<file path="src/rtl/seg7_scan_ctrl.sv">
// ----------------------------------------------------------------------------
// seg7_scan_ctrl : N-digit multiplexed 7-segment scanner with PWM dimming
//                  and frame-synchronous double-buffered display data.
// Revision       : 1.0
// ----------------------------------------------------------------------------
`default_nettype none

module seg7_scan_ctrl #(
  parameter int NUM_DIGITS = 8,
  parameter int PRESCALE   = 12500,
  parameter int BRIGHT_W   = 4
) (
  input  logic                    clk,
  input  logic                    rst,
  input  logic [4*NUM_DIGITS-1:0] i_value,
  input  logic [NUM_DIGITS-1:0]   i_digit_en,
  input  logic [NUM_DIGITS-1:0]   i_dp,
  input  logic [BRIGHT_W-1:0]     i_brightness,
  input  logic                    i_load,
  output logic                    o_pending,
  output logic                    o_frame_sync,
  output logic [NUM_DIGITS-1:0]   o_an,
  output logic [6:0]              o_seg,
  output logic                    o_dp
);

  localparam int DIG_W   = (NUM_DIGITS > 1) ? $clog2(NUM_DIGITS) : 1;
  localparam int PRE_W   = (PRESCALE > 1) ? $clog2(PRESCALE) : 1;
  localparam int SUB_RAW = PRESCALE >> BRIGHT_W;
  localparam int SUB     = (SUB_RAW > 0) ? SUB_RAW : 1;
  localparam int SUB_W   = (SUB > 1) ? $clog2(SUB) : 1;

  localparam logic [PRE_W-1:0] PRE_LAST = PRE_W'(PRESCALE - 1);
  localparam logic [SUB_W-1:0] SUB_LAST = SUB_W'(SUB - 1);
  localparam logic [DIG_W-1:0] DIG_LAST = DIG_W'(NUM_DIGITS - 1);

  logic [PRE_W-1:0]        pre_q,   pre_d;
  logic [SUB_W-1:0]        sub_q,   sub_d;
  logic [BRIGHT_W-1:0]     phase_q, phase_d;
  logic [DIG_W-1:0]        dig_q,   dig_d;

  logic [4*NUM_DIGITS-1:0] stg_val_q, stg_val_d, act_val_q, act_val_d;
  logic [NUM_DIGITS-1:0]   stg_en_q,  stg_en_d,  act_en_q,  act_en_d;
  logic [NUM_DIGITS-1:0]   stg_dp_q,  stg_dp_d,  act_dp_q,  act_dp_d;
  logic                    pending_q, pending_d;

  logic                    sync_q, sync_d;
  logic [NUM_DIGITS-1:0]   an_q,  an_d;
  logic [6:0]              seg_q, seg_d;
  logic                    dp_q,  dp_d;

  logic                    pre_last;
  logic                    boundary;
  logic                    lit;
  logic [3:0]              cur_val;

  function automatic logic [6:0] hex_decode(input logic [3:0] v);
    case (v)
      4'h0:    hex_decode = 7'b0000001;
      4'h1:    hex_decode = 7'b1001111;
      4'h2:    hex_decode = 7'b0010010;
      4'h3:    hex_decode = 7'b0000110;
      4'h4:    hex_decode = 7'b1001100;
      4'h5:    hex_decode = 7'b0100100;
      4'h6:    hex_decode = 7'b0100000;
      4'h7:    hex_decode = 7'b0001111;
      4'h8:    hex_decode = 7'b0000000;
      4'h9:    hex_decode = 7'b0000100;
      4'hA:    hex_decode = 7'b0001000;
      4'hB:    hex_decode = 7'b1100000;
      4'hC:    hex_decode = 7'b0110001;
      4'hD:    hex_decode = 7'b1000010;
      4'hE:    hex_decode = 7'b0110000;
      default: hex_decode = 7'b0111000;
    endcase
  endfunction

  assign pre_last = (pre_q == PRE_LAST);
  assign boundary = pre_last && (dig_q == DIG_LAST);

  // Scan counters: sub divides the slot into 2**BRIGHT_W PWM phases.
  always_comb begin
    pre_d   = pre_q + 1'b1;
    sub_d   = sub_q + 1'b1;
    phase_d = phase_q;
    dig_d   = dig_q;
    if (pre_last) begin
      pre_d   = '0;
      sub_d   = '0;
      phase_d = '0;
      dig_d   = (dig_q == DIG_LAST) ? '0 : dig_q + 1'b1;
    end else if (sub_q == SUB_LAST) begin
      sub_d   = '0;
      phase_d = phase_q + 1'b1;
    end
  end

  // Staging captures every load; active only swaps at the frame boundary,
  // so a load coinciding with the boundary is held over to the next frame.
  always_comb begin
    stg_val_d = stg_val_q;
    stg_en_d  = stg_en_q;
    stg_dp_d  = stg_dp_q;
    act_val_d = act_val_q;
    act_en_d  = act_en_q;
    act_dp_d  = act_dp_q;
    pending_d = pending_q;
    if (boundary && pending_q) begin
      act_val_d = stg_val_q;
      act_en_d  = stg_en_q;
      act_dp_d  = stg_dp_q;
      pending_d = 1'b0;
    end
    if (i_load) begin
      stg_val_d = i_value;
      stg_en_d  = i_digit_en;
      stg_dp_d  = i_dp;
      pending_d = 1'b1;
    end
  end

  assign cur_val = act_val_q[{dig_q, 2'b00} +: 4];
  assign lit     = act_en_q[dig_q] && (phase_q < i_brightness);

  always_comb begin
    an_d   = '1;
    seg_d  = 7'h7F;
    dp_d   = 1'b1;
    sync_d = boundary;
    if (lit) begin
      an_d[dig_q] = 1'b0;
      seg_d       = hex_decode(cur_val);
      dp_d        = ~act_dp_q[dig_q];
    end
  end

  always_ff @(posedge clk) begin
    if (rst) begin
      pre_q     <= '0;
      sub_q     <= '0;
      phase_q   <= '0;
      dig_q     <= '0;
      stg_val_q <= '0;
      stg_en_q  <= '0;
      stg_dp_q  <= '0;
      act_val_q <= '0;
      act_en_q  <= '0;
      act_dp_q  <= '0;
      pending_q <= 1'b0;
      sync_q    <= 1'b0;
      an_q      <= '1;
      seg_q     <= 7'h7F;
      dp_q      <= 1'b1;
    end else begin
      pre_q     <= pre_d;
      sub_q     <= sub_d;
      phase_q   <= phase_d;
      dig_q     <= dig_d;
      stg_val_q <= stg_val_d;
      stg_en_q  <= stg_en_d;
      stg_dp_q  <= stg_dp_d;
      act_val_q <= act_val_d;
      act_en_q  <= act_en_d;
      act_dp_q  <= act_dp_d;
      pending_q <= pending_d;
      sync_q    <= sync_d;
      an_q      <= an_d;
      seg_q     <= seg_d;
      dp_q      <= dp_d;
    end
  end

  assign o_pending    = pending_q;
  assign o_frame_sync = sync_q;
  assign o_an         = an_q;
  assign o_seg        = seg_q;
  assign o_dp         = dp_q;

endmodule

`default_nettype wire

</file>
<file path="config.mk">
export PLATFORM = sky130hd
export DESIGN_NAME = seg7_scan_ctrl
export DESIGN_NICKNAME = d
export VERILOG_FILES = /design/src/rtl/seg7_scan_ctrl.sv
export SDC_FILE = /design/constraint.sdc
export NUM_CORES = 1
export LEC_CHECK = 0
export ABC_AREA = 1
export CAP_MARGIN = 5
export CELL_PAD_IN_SITES_DETAIL_PLACEMENT = 0
export CELL_PAD_IN_SITES_GLOBAL_PLACEMENT = 1
export CORE_MARGIN = 1.5
export CORE_UTILIZATION = 40
export DETAILED_ROUTE_END_ITERATION = 10
export PLACE_DENSITY_LB_ADDON = 0.25
export SLEW_MARGIN = 0
export SYNTH_ARGS = -nofsm -noshare
export SYNTH_HDL_FRONTEND = slang
export SYNTH_SLANG_ARGS = --single-unit
</file>
<file path="constraint.sdc">
create_clock -name clk -period 2.2 [get_ports clk]
set_clock_uncertainty 0.15 [all_clocks]
set_input_delay 0.55 -clock clk [delete_from_list [all_inputs] [get_ports clk]]
set_output_delay 0.55 -clock clk [all_outputs]
set_load 0.005 [all_outputs]
</file>
==> results of run 1 <==
==> where the power goes <==
group          switching [mW]  internal, mW  total (mW)
clock network            1.11          1.81        2.92
logic                   0.131         0.149       0.280
registers              0.0378          2.70        2.73
==> cell usage after synthesis, drive strengths merged <==
| cell type | number |
|---|---|
| o21ai | 63 |
| clkbuf | 19 |
| buf | 21 |
| and3 | 2 |
| xnor2 | 1 |
| nor2 | 248 |
| a21oi | 18 |
| dfxtp | 145 |
| o22ai | 2 |
| ha | 15 |
| nor3b | 5 |
| and2 | 1 |
| nand3b | 3 |
| nor3 | 11 |
| nand4 | 4 |
| nand2 | 235 |
| o2111ai | 1 |
| inv | 92 |
| nand3 | 45 |
| or2 | 3 |
| xor2 | 3 |
==> worst register-to-register path, stage by stage, from the launching register on <==
cell and delay, ns:
dfxtp_4 0.40, buf_12 0.14, nand2_1 0.07, o21ai_2 0.06, buf_4 0.13, nand2_1 0.04, nand2_1 0.07, nand2_1 0.08
nand2_2 0.08, inv_1 0.07, ha_1 0.29, inv_1 0.04, o21ai_0 0.08, nand2_1 0.08, nand2_1 0.07, nand3_1 0.08
==> cell families after synthesis <==
family | count (synthesis) | share of synthesized area [%]
flip-flops | 145 | 45.6
AO/OA/AOI/OAI | 84 | 6.71
adder cells (fa/ha/maj) | 15 | 2.95
XOR/XNOR | 4 | 0.551
AND/OR/NAND/NOR | 557 | 35.3
buffers and inverters | 132 | 8.85
==> layer usage <==
metal | share of wire (%) | track usage, %
met1 | 53 | 26.0
met2 | 43 | 27.6
met3 | 3.5 | 4.25
met4 | 1.2 | 5.42
met5 | 0 | 0
==> worst max-delay path by stage <==
| stage | slack [ns] | to | start |
|---|---|---|---|
| final | 0.12 | o_pending | o_pending |
| after global routing | -0.02 | o_seg[3] | dig_q[0] |
| after global placement | -0.14 | o_seg[0] | i_brightness[3] |
| after CTS | 0.04 | o_seg[3] | dig_q[0] |
| after detailed placement | -0.16 | o_seg[0] | i_brightness[3] |
| after floorplan | 0.22 | o_seg[3] | dig_q[0] |
==> flip-flops by register name, indices dropped and copies added, names as in the netlist <==
| register | cells |
|---|---|
| o_an | 8 |
| stg_val_q | 32 |
| o_pending | 1 |
| pre_q | 14 |
| stg_dp_q | 8 |
| stg_en_q | 8 |
| sub_q | 10 |
| act_dp_q | 8 |
| act_val_q | 32 |
| phase_q | 4 |
| dig_q | 3 |
| o_frame_sync | 1 |
| act_en_q | 8 |
| o_seg | 7 |
| o_dp | 1 |
==> layout make-up <==
class,instances,share of cell area (%)
flip-flops and latches,145,35.8
inverters,92,4.28
multi-input cells,660,35.8
repair buffers,108,13.4
clock buffers,18,5.41
well taps,211,3.25
clock inverters,13,1.99
==> repair_timing <==
action                                  in CTS  in global routing
resized for setup                            1                 13
cloned                                       0                  2
endpoints found under the setup margin       1                  9
setup buffers                                0                  1
hold endpoints to repair                     0                  0
==> key figures, run 1 <==
Worst setup path
  – Reg2reg end: o_seg[3]
  – Startpoint types: register
  – Max stage delay on crit path: 0.54 ns
  – CP max-delay cell: clkdlybuf4s50_1
  – Reg2reg path depth: 15
  – Buf/Inv on CP: 1
  – Crit path capture type: output pin
  – Req. time, crit path: 1.50 ns
  – Crit path DAT: 1.38 ns
  – Reg-to-reg critical path startpoint: dig_q[0]
  – Setup Crit Path Kind: register to output pin
  – CP cell instances: clkdlybuf4s50_1
  – Critical Path Stages: 1
  – Reg2reg setup slack: 0.16 ns
  – CP delay by family, top: buffers and inverters
  – Critical path fanouts, max: 3

STA
  – Count of final setup violators: 0
  – Worst-margin pin slew: around 0.42 ns
  – Tmin final: 2.08 ns
  – Period utilisation layout: 94.4%
  – Final setup margin: 0.123 ns
  – Hold Vio Cnt, Final: 0
  – Final Slew Violations: 0
  – Post-Route Setup TNS: 0 ns
  – F_max: approximately 480 MHz
  – Max_slew headroom: 71.7%
  – RSZ-0062 raised after global routing: yes
  – Hold slack: ~0.30 ns

Synthesis
  – Synthesized area per cell: 6.79 um^2
  – Area of the mapped netlist: 0.00636 mm^2
  – Net Count, Synth: 1007
  – Post-synthesis sequential area ratio: a little under half
  – Netlist cell types: 29
  – Synth top area cells: dfxtp_1 (46%), nor2_1 (14%), nand2_1 (14%)
  – Yosys reg bits: 145
  – Mapped Cells: 937
  – Yosys top cell area share: 45.6%
  – Top cell type by total area after synthesis: dfxtp_1
  – Yosys warning count: 0

Drt
  – DR WL/cell: 11.6 um
  – DRT iter0 DRCs: between 400 and 500
  – DRC: 0
  – DR vias/cell: about 4.5
  – Number of routed nets with antenna violations: 0
  – Via count: 5592
  – DRT Wirelength: 14.5 mm
  – DRT Pass-1 Iters: 4

Placed design
  – # placed instances: 1213
  – GP Congestion: 0.799
  – Hpwl dp: 9.77 mm
  – Placed instance area: 0.00745 mm^2
  – Pre-CTS WS: -0.155 ns
  – PortBufs: a little over 70

Pwr
  – P per Cell Area: 730 mW/mm^2
  – Total Power: between 5 and 6 mW
  – Lkg Pwr: between 3 and 4 nW
  – Maximum vdd drop: ~0.00054 V

Min path
  – Hold Startpoint: pre_q[0]
  – Min-delay worst type: register to register
  – Hold EP: pre_q[0]
  – Hold Crit Depth: 1

Floorplanning
  – Io pins: 73
  – Die Area: 0.0167 mm^2
  – Initial core utilization: around two fifths
  – Core ar.: 0.0154 mm^2
  – Row count: 45
  – Horiz. Die Dim: 129 um
  – DIE HEIGHT: 129 um

Clock network
  – TritonCTS clock tree: built
  – H-tree levels: 4
  – CTS Root Cell: clkbuf_16
  – CTS sink cnt: 145
  – Clk buf depth: 2
  – Total CTS buffers: 17
  – Worst skew pair latency: 0.42 ns
  – Post-CTS Hold Buffers: 0
  – Clock transition at path regs: ~0.060 ns

Finish
  – Area of the multi-input gates: approximately 0.0029 mm^2
  – Most common cell after layout, fill and taps aside: nor2_1
  – Commonest non-fill, non-tap cells in the layout: nor2_1 (244), nand2_1 (232), dfxtp_1 (142)
  – Fill count: 1538
  – Share of cells above drive strength 1: 8.20%
  – N_diodes: 0
  – Non-Filler Instances: 1247
  – Storage element area: between 0.002 and 0.003 mm^2
  – Utilization after layout: 52.9%
  – Final Net Count: roughly 1100
  – P&R area growth vs syn: 27.7%
  – Fin area: 0.00812 mm^2

Global route
  – Antenna violations before repair: 0
  – Pin count of the biggest net entering global routing: 97
  – First-pass GRT wire length: 24.1 mm
  – Congestion Overflow GR: 0
  – All-Layer GR Usage: 18.3%
  – Vias in the first global route: 5043

Outcome
  – Status: complete, no violations

Flow run
  – Max Cap Viol: 0
(Power assumes the default switching activity.)
==> run 2: changes to the inputs <==
- CORE_MARGIN: 1.5 -> unset
==> run 2 against run 1 <==
First-iteration DRC count fell by 6.9%. Clock power fell by 4%. Core utilization fell by 0.46 points. Cell count barely moved. Register-to-register slack improved by 0.05 ns. Non-clock buffer count did not move. Critical endpoint unchanged. Combinational power barely moved. Die area fell by 1.5%. Global-route usage rose by 0.86 points.
==> key figures, run 2 (synthesis results as in run 1) <==
Outcome
  – Status: complete, no violations

Drt
  – DRT iter0 DRCs: 379 (-6.9%)
  – Top Layer Used: met4
  – DRT Wirelength: 14.2 mm (-1.8%)
  – Met3 WL post-DR: 508 um (+1.4%)
  – Number of routed nets with antenna violations: 0 (unchanged)
  – Metal-1 WL: 7.50 mm (-1.9%)
  – Via count: 5580 (-0.21%)
  – DR vias/cell: 4.47 (-0.29%)
  – DRT Pass-1 Iters: 4 (unchanged)
  – DRC: 0 (unchanged)
  – Routed met2 length: 6.08 mm (-1.6%)
  – DR WL/cell: 11.4 um (-1.8%)

Flow run
  – Max Cap Viol: 0 (unchanged)

Pwr
  – Maximum vdd drop: 0.000559 V (+3.7%)
  – Logic pwr share: 4.8% (about the same)
  – Lkg Pwr: 3.82 nW (-0.87%)
  – Pint: 4.52 mW (-2.8%)
  – Clock share of power: 48.1% (-1.1 points)
  – P per Cell Area: 721 mW/mm^2 (-1.3%)
  – Switching fraction of total power: 22.1% (+0.53 points)
  – Reg power frac: 47.1% (+1.0 points)
  – Psw: 1.29 mW (+0.29%)

Worst setup path
  – Crit path DAT: 1.39 ns (about the same)
  – Buf/Inv on CP: 1 (unchanged)
  – Setup Crit Path Kind: register to output pin
  – Critical path fanouts, max: 3 (unchanged)
  – Max stage delay on crit path: 0.54 ns (about the same)
  – Reg2reg setup slack: 0.21 ns (+0.05 ns)
  – Req. time, crit path: 1.50 ns (about the same)
  – CP cell instances: clkdlybuf4s50_1
  – Crit path capture type: output pin
  – CP delay by family, top: buffers and inverters
  – CP max-delay cell: clkdlybuf4s50_1
  – Startpoint types: register

STA
  – Worst-margin pin slew: 0.398 ns (-0.0259 ns)
  – Period utilisation layout: 94.9% (+0.47 points)
  – Max_slew headroom: 73.4% (+1.7 points)
  – Hold Vio Cnt, Final: 0 (unchanged)
  – RSZ-0062 raised after global routing: no
  – Count of final setup violators: 0 (unchanged)
  – F_max: 479 MHz (-0.49%)
  – Tmin final: 2.09 ns (+0.0103 ns)
  – Final Slew Violations: 0 (unchanged)

Finish
  – N_diodes: 0 (unchanged)
  – P&R area growth vs syn: 26.6%
  – Fin area: 0.00805 mm^2 (-0.86%)
  – Final Net Count: 1094 (unchanged)
  – Share of cells above drive strength 1: 8.00% (-0.20 points)
  – Non-Filler Instances: 1248 (+0.080%)
  – Utilization after layout: 52.4% (-0.46 points)
  – Most common cell after layout, fill and taps aside: nor2_1
  – Biggest regs: act_val_q: 32 flops, stg_val_q: 32 flops, pre_q: 14 flops
  – Commonest non-fill, non-tap cells in the layout: nor2_1 (242), nand2_1 (233), dfxtp_1 (142)
  – Fill count: 1579 (+2.7%)

Floorplanning
  – Horiz. Die Dim: 128 um (-0.77%)
  – Io pins: 73 (unchanged)
  – DIE HEIGHT: 128 um (-0.77%)
  – Core ar.: 0.0154 mm^2 (unchanged)
  – Row count: 45 (unchanged)
  – Initial core utilization: 41.4% (unchanged)
  – Die Area: 0.0164 mm^2 (-1.5%)

Clock network
  – CTS Root Cell: clkbuf_16
  – Total CTS buffers: 17 (unchanged)
  – H-tree levels: 4 (unchanged)
  – Clk buf depth: 2 (unchanged)
  – CTS sink cnt: 145 (unchanged)
  – Worst skew pair latency: 0.43 ns (about the same)
  – Clock transition at path regs: 0.06 ns (about the same)
  – TritonCTS clock tree: built

Global route
  – Congestion Overflow GR: 0 (unchanged)
  – All-Layer GR Usage: 19.1% (+0.86 points)
  – Vias in the first global route: 5089 (+0.91%)
  – First-pass GRT wire length: 24.5 mm (+1.5%)
  – Antenna violations before repair: 0 (unchanged)
  – Pin count of the biggest net entering global routing: 76 (-22%)

Placed design
  – GP Congestion: 0.894 (+12%)
  – Hpwl dp: 9.96 mm (+1.9%)
  – PortBufs: 72 (unchanged)
  – Placed instance area: 0.00745 mm^2 (+0.10%)
  – # placed instances: 1214 (+0.082%)

Min path
  – Min-delay worst type: register to register
[run 2: cell types whose count changed in the layout (fill, tap and decap cells not counted), sizes merged]
cell,change
inv,+2
buf,+2
clkinv,-3
bufinv,-1
clkinvlp,+1
[run 2: power groups by stage]
stage | Clock [mW] | Sequential (mW) | Combinational, mW
finish | 2.79 | 2.74 | 0.280
global route | 2.99 | 2.74 | 0.321
CTS | 2.88 | 2.73 | 0.284
detailed placement | 0 | 2.79 | 0.282
global placement | 0 | 2.79 | 0.281
floorplan | 0 | 2.78 | 0.136
[run 2: worst paths after layout]
| path | startpoint | end | cells past startpoint |
|---|---|---|---|
| setup / recovery | o_pending | o_pending | 1 |
| hold / removal | pre_q[0] | pre_q[0] | 1 |
| hold reg to reg | pre_q[0] | pre_q[0] | 1 |
| setup reg to reg | dig_q[0] | o_seg[1] | 15 |
[run 2: layout make-up]
| type | instances | area, um^2 | share of cell area [%] |
|---|---|---|---|
| tap | 211 | 264 | 3.28 |
| timing repair buffer | 108 | 1050 | 13.1 |
| clock buffer | 20 | 437 | 5.42 |
| inverter | 92 | 348 | 4.32 |
| clock inverter | 12 | 134 | 1.66 |
| multi-input combinational | 660 | 2910 | 36.1 |
| sequential | 145 | 2910 | 36.1 |
[run 2: metal layers]
layer	vias up	global-route usage [%]
li1	3059	-
met1	2423	25.9
met2	86	29.5
met3	12	5.68
met4	0	5.40
met5	-	0
[run 2: what timing repair did]
item | in CTS | in global routing
setup endpoints to repair | 0 | 5
hold buffers | 0 | 0
gates resized for setup | 0 | 9
buffers inserted | 0 | 1
[run 2: stage by stage]
| stage | hold WS, ns | power [mW] | setup TNS (ns) | worst slack, ns |
|---|---|---|---|---|
| 3_3_place_gp | 0.283 | 3.07 | -1.14 | -0.138 |
| 4_1_cts | 0.300 | 5.90 | 0 | 0.0850 |
| 2_1_floorplan | 0.268 | 2.92 | 0 | 0.220 |
| 6_report | 0.297 | 5.81 | 0 | 0.113 |
| 5_1_grt | 0.315 | 6.05 | 0 | 0.0197 |
| 3_5_place_dp | 0.290 | 3.07 | -1.40 | -0.157 |
==> run 3: changes to the inputs <==
- CORE_ASPECT_RATIO: unset -> 2
- CTS_CLUSTER_SIZE: unset -> 8
==> run 3 against run 2 <==
Register-to-register slack about the same. Sequential power about the same. Clock power down 4%. Via count up 1.5%. Flip-flop and latch count unchanged.
==> key figures, run 3 (synthesis results as in run 1) <==
Worst setup path
  – Critical path fanouts, max: 3 (unchanged)
  – CP cell instances: clkdlybuf4s50_1
  – Crit path capture type: output pin
  – CP delay by family, top: buffers and inverters
  – Req. time, crit path: 1.50 ns (about the same)
  – Startpoint types: register
  – Max stage delay on crit path: 0.53 ns (about the same)
  – Crit path DAT: 1.35 ns (-0.04 ns)
  – CP max-delay cell: clkdlybuf4s50_1
  – Buf/Inv on CP: 1 (unchanged)
  – Setup Crit Path Kind: register to output pin

Global route
  – All-Layer GR Usage: 19.7% (+0.55 points)
  – Vias in the first global route: 5609 (+10%)
  – Pin count of the biggest net entering global routing: 84 (+11%)
  – Antenna violations before repair: 0 (unchanged)
  – First-pass GRT wire length: 25.7 mm (+4.9%)
  – Congestion Overflow GR: 0 (unchanged)

Placed design
  – Placed instance area: 0.00747 mm^2 (+0.25%)
  – Hpwl dp: 10.8 mm (+8.7%)
  – Pre-CTS WS: -0.179 ns (-0.0215 ns)
  – GP Congestion: 0.807 (-9.7%)
  – PortBufs: 72 (unchanged)

Floorplanning
  – Row count: 64 (+42%)
  – Io pins: 73 (unchanged)
  – DIE HEIGHT: 180 um (+41%)
  – Horiz. Die Dim: 91.2 um (-29%)
  – Core ar.: 0.0155 mm^2 (+0.55%)
  – Initial core utilization: 41.2% (-0.22 points)
  – Die Area: 0.0164 mm^2 (+0.18%)

STA
  – Max_slew headroom: 73.7% (+0.30 points)
  – Hold slack: 0.301 ns (+0.00445 ns)
  – Hold Vio Cnt, Final: 0 (unchanged)
  – Period utilisation layout: 93.3% (-1.5 points)
  – Worst-margin pin slew: 0.393 ns (-0.00489 ns)
  – F_max: 487 MHz (+1.7%)
  – RSZ-0062 raised after global routing: no
  – Final Slew Violations: 0 (unchanged)
  – Tmin final: 2.05 ns (-0.0341 ns)
  – Count of final setup violators: 0 (unchanged)
  – Final setup margin: 0.147 ns (+0.0341 ns)

Drt
  – DRT Pass-1 Iters: 4 (unchanged)
  – Met3 WL post-DR: 349 um (-31%)
  – DR vias/cell: 4.58 (+2.5%)
  – DRT iter0 DRCs: 190 (-50%)
  – Routed met2 length: 8.41 mm (+38%)
  – Via count: 5666 (+1.5%)
  – DR WL/cell: 12.3 um (+7.4%)
  – DRT Wirelength: 15.1 mm (+6.4%)
  – Top Layer Used: met4
  – Number of routed nets with antenna violations: 0 (unchanged)
  – DRC: 0 (unchanged)
  – Metal-1 WL: 6.11 mm (-19%)

Clock network
  – H-tree levels: 4 (unchanged)
  – Clock transition at path regs: 0.06 ns (about the same)
  – CTS sink cnt: 145 (unchanged)
  – Total CTS buffers: 17 (unchanged)
  – Clk buf depth: 2 (unchanged)
  – Worst skew pair latency: 0.42 ns (about the same)
  – CTS Root Cell: clkbuf_16
  – Post-CTS setup buffer count: 0 (unchanged)
  – Post-CTS Hold Buffers: 0 (unchanged)
  – TritonCTS clock tree: built

Outcome
  – Status: complete, no violations

Finish
  – Share of cells above drive strength 1: 8.67% (+0.67 points)
  – P&R area growth vs syn: 26.8% (about the same)
  – Final Net Count: 1095 (+0.091%)
  – Utilization after layout: 52.2% (-0.24 points)
  – N_diodes: 0 (unchanged)
  – Biggest regs: act_val_q: 32 flops, stg_val_q: 32 flops, pre_q: 14 flops
  – Most common cell after layout, fill and taps aside: nor2_1
  – Fin area: 0.00806 mm^2 (about the same)
  – Commonest non-fill, non-tap cells in the layout: nor2_1 (240), nand2_1 (233), dfxtp_1 (142)

Min path
  – Min-delay worst type: register to register

Pwr
  – P per Cell Area: 707 mW/mm^2 (-1.9%)
  – Lkg Pwr: 3.81 nW (-0.39%)
  – Maximum vdd drop: 0.000473 V (-15%)
  – Total Power: 5.70 mW (-1.8%)

Flow run
  – Max Cap Viol: 0 (unchanged)
==> run 3: area by class of cell <==
type / instances / area (um^2)
Fill cell: 1610 / 7390
Multi-Input combinational cell: 660 / 2930
Sequential cell: 145 / 2910
Timing Repair Buffer: 109 / 1080
Clock buffer: 19 / 433
Inverter: 92 / 345
Tap cell: 198 / 248
Clock inverter: 13 / 115
==> run 3: stage by stage <==
| stage | setup TNS [ns] | cells |
|---|---|---|
| CTS | 0 | 1236 |
| finish | 0 | 1236 |
| floorplan | 0 | 937 |
| global route | 0 | 1236 |
| global placement | -1.05 | 1204 |
| detailed placement | -1.65 | 1204 |
==> run 3: metal layers <==
metal  GRT usage [%]  up-vias
li1                -     3059
met1            19.7     2511
met2            38.7       74
met3            3.80       22
met4            7.68        0
met5               0        -
==> run 3: worst paths after layout <==
path | start | endpoint | slack (ns) | cells past startpoint
hold / removal | pre_q[0] | pre_q[0] | 0.30 | 1
setup / recovery | o_pending | o_pending | 0.15 | 1
hold reg to reg | pre_q[0] | pre_q[0] | 0.30 | 1
setup reg to reg | dig_q[2] | o_seg[1] | 0.20 | 15
==> run 3: what timing repair did <==
action / in CTS / in global routing
resized for setup: 0 / 17
hold endpoints to repair: 0 / 0
setup endpoints to repair: 0 / 7
==> run 3: power breakdown <==
part,switching (mW),total [mW],internal [mW]
clock,1.14,2.69,1.55
combinational,0.131,0.282,0.150
sequential,0.0375,2.73,2.70
total,1.31,5.70,4.40
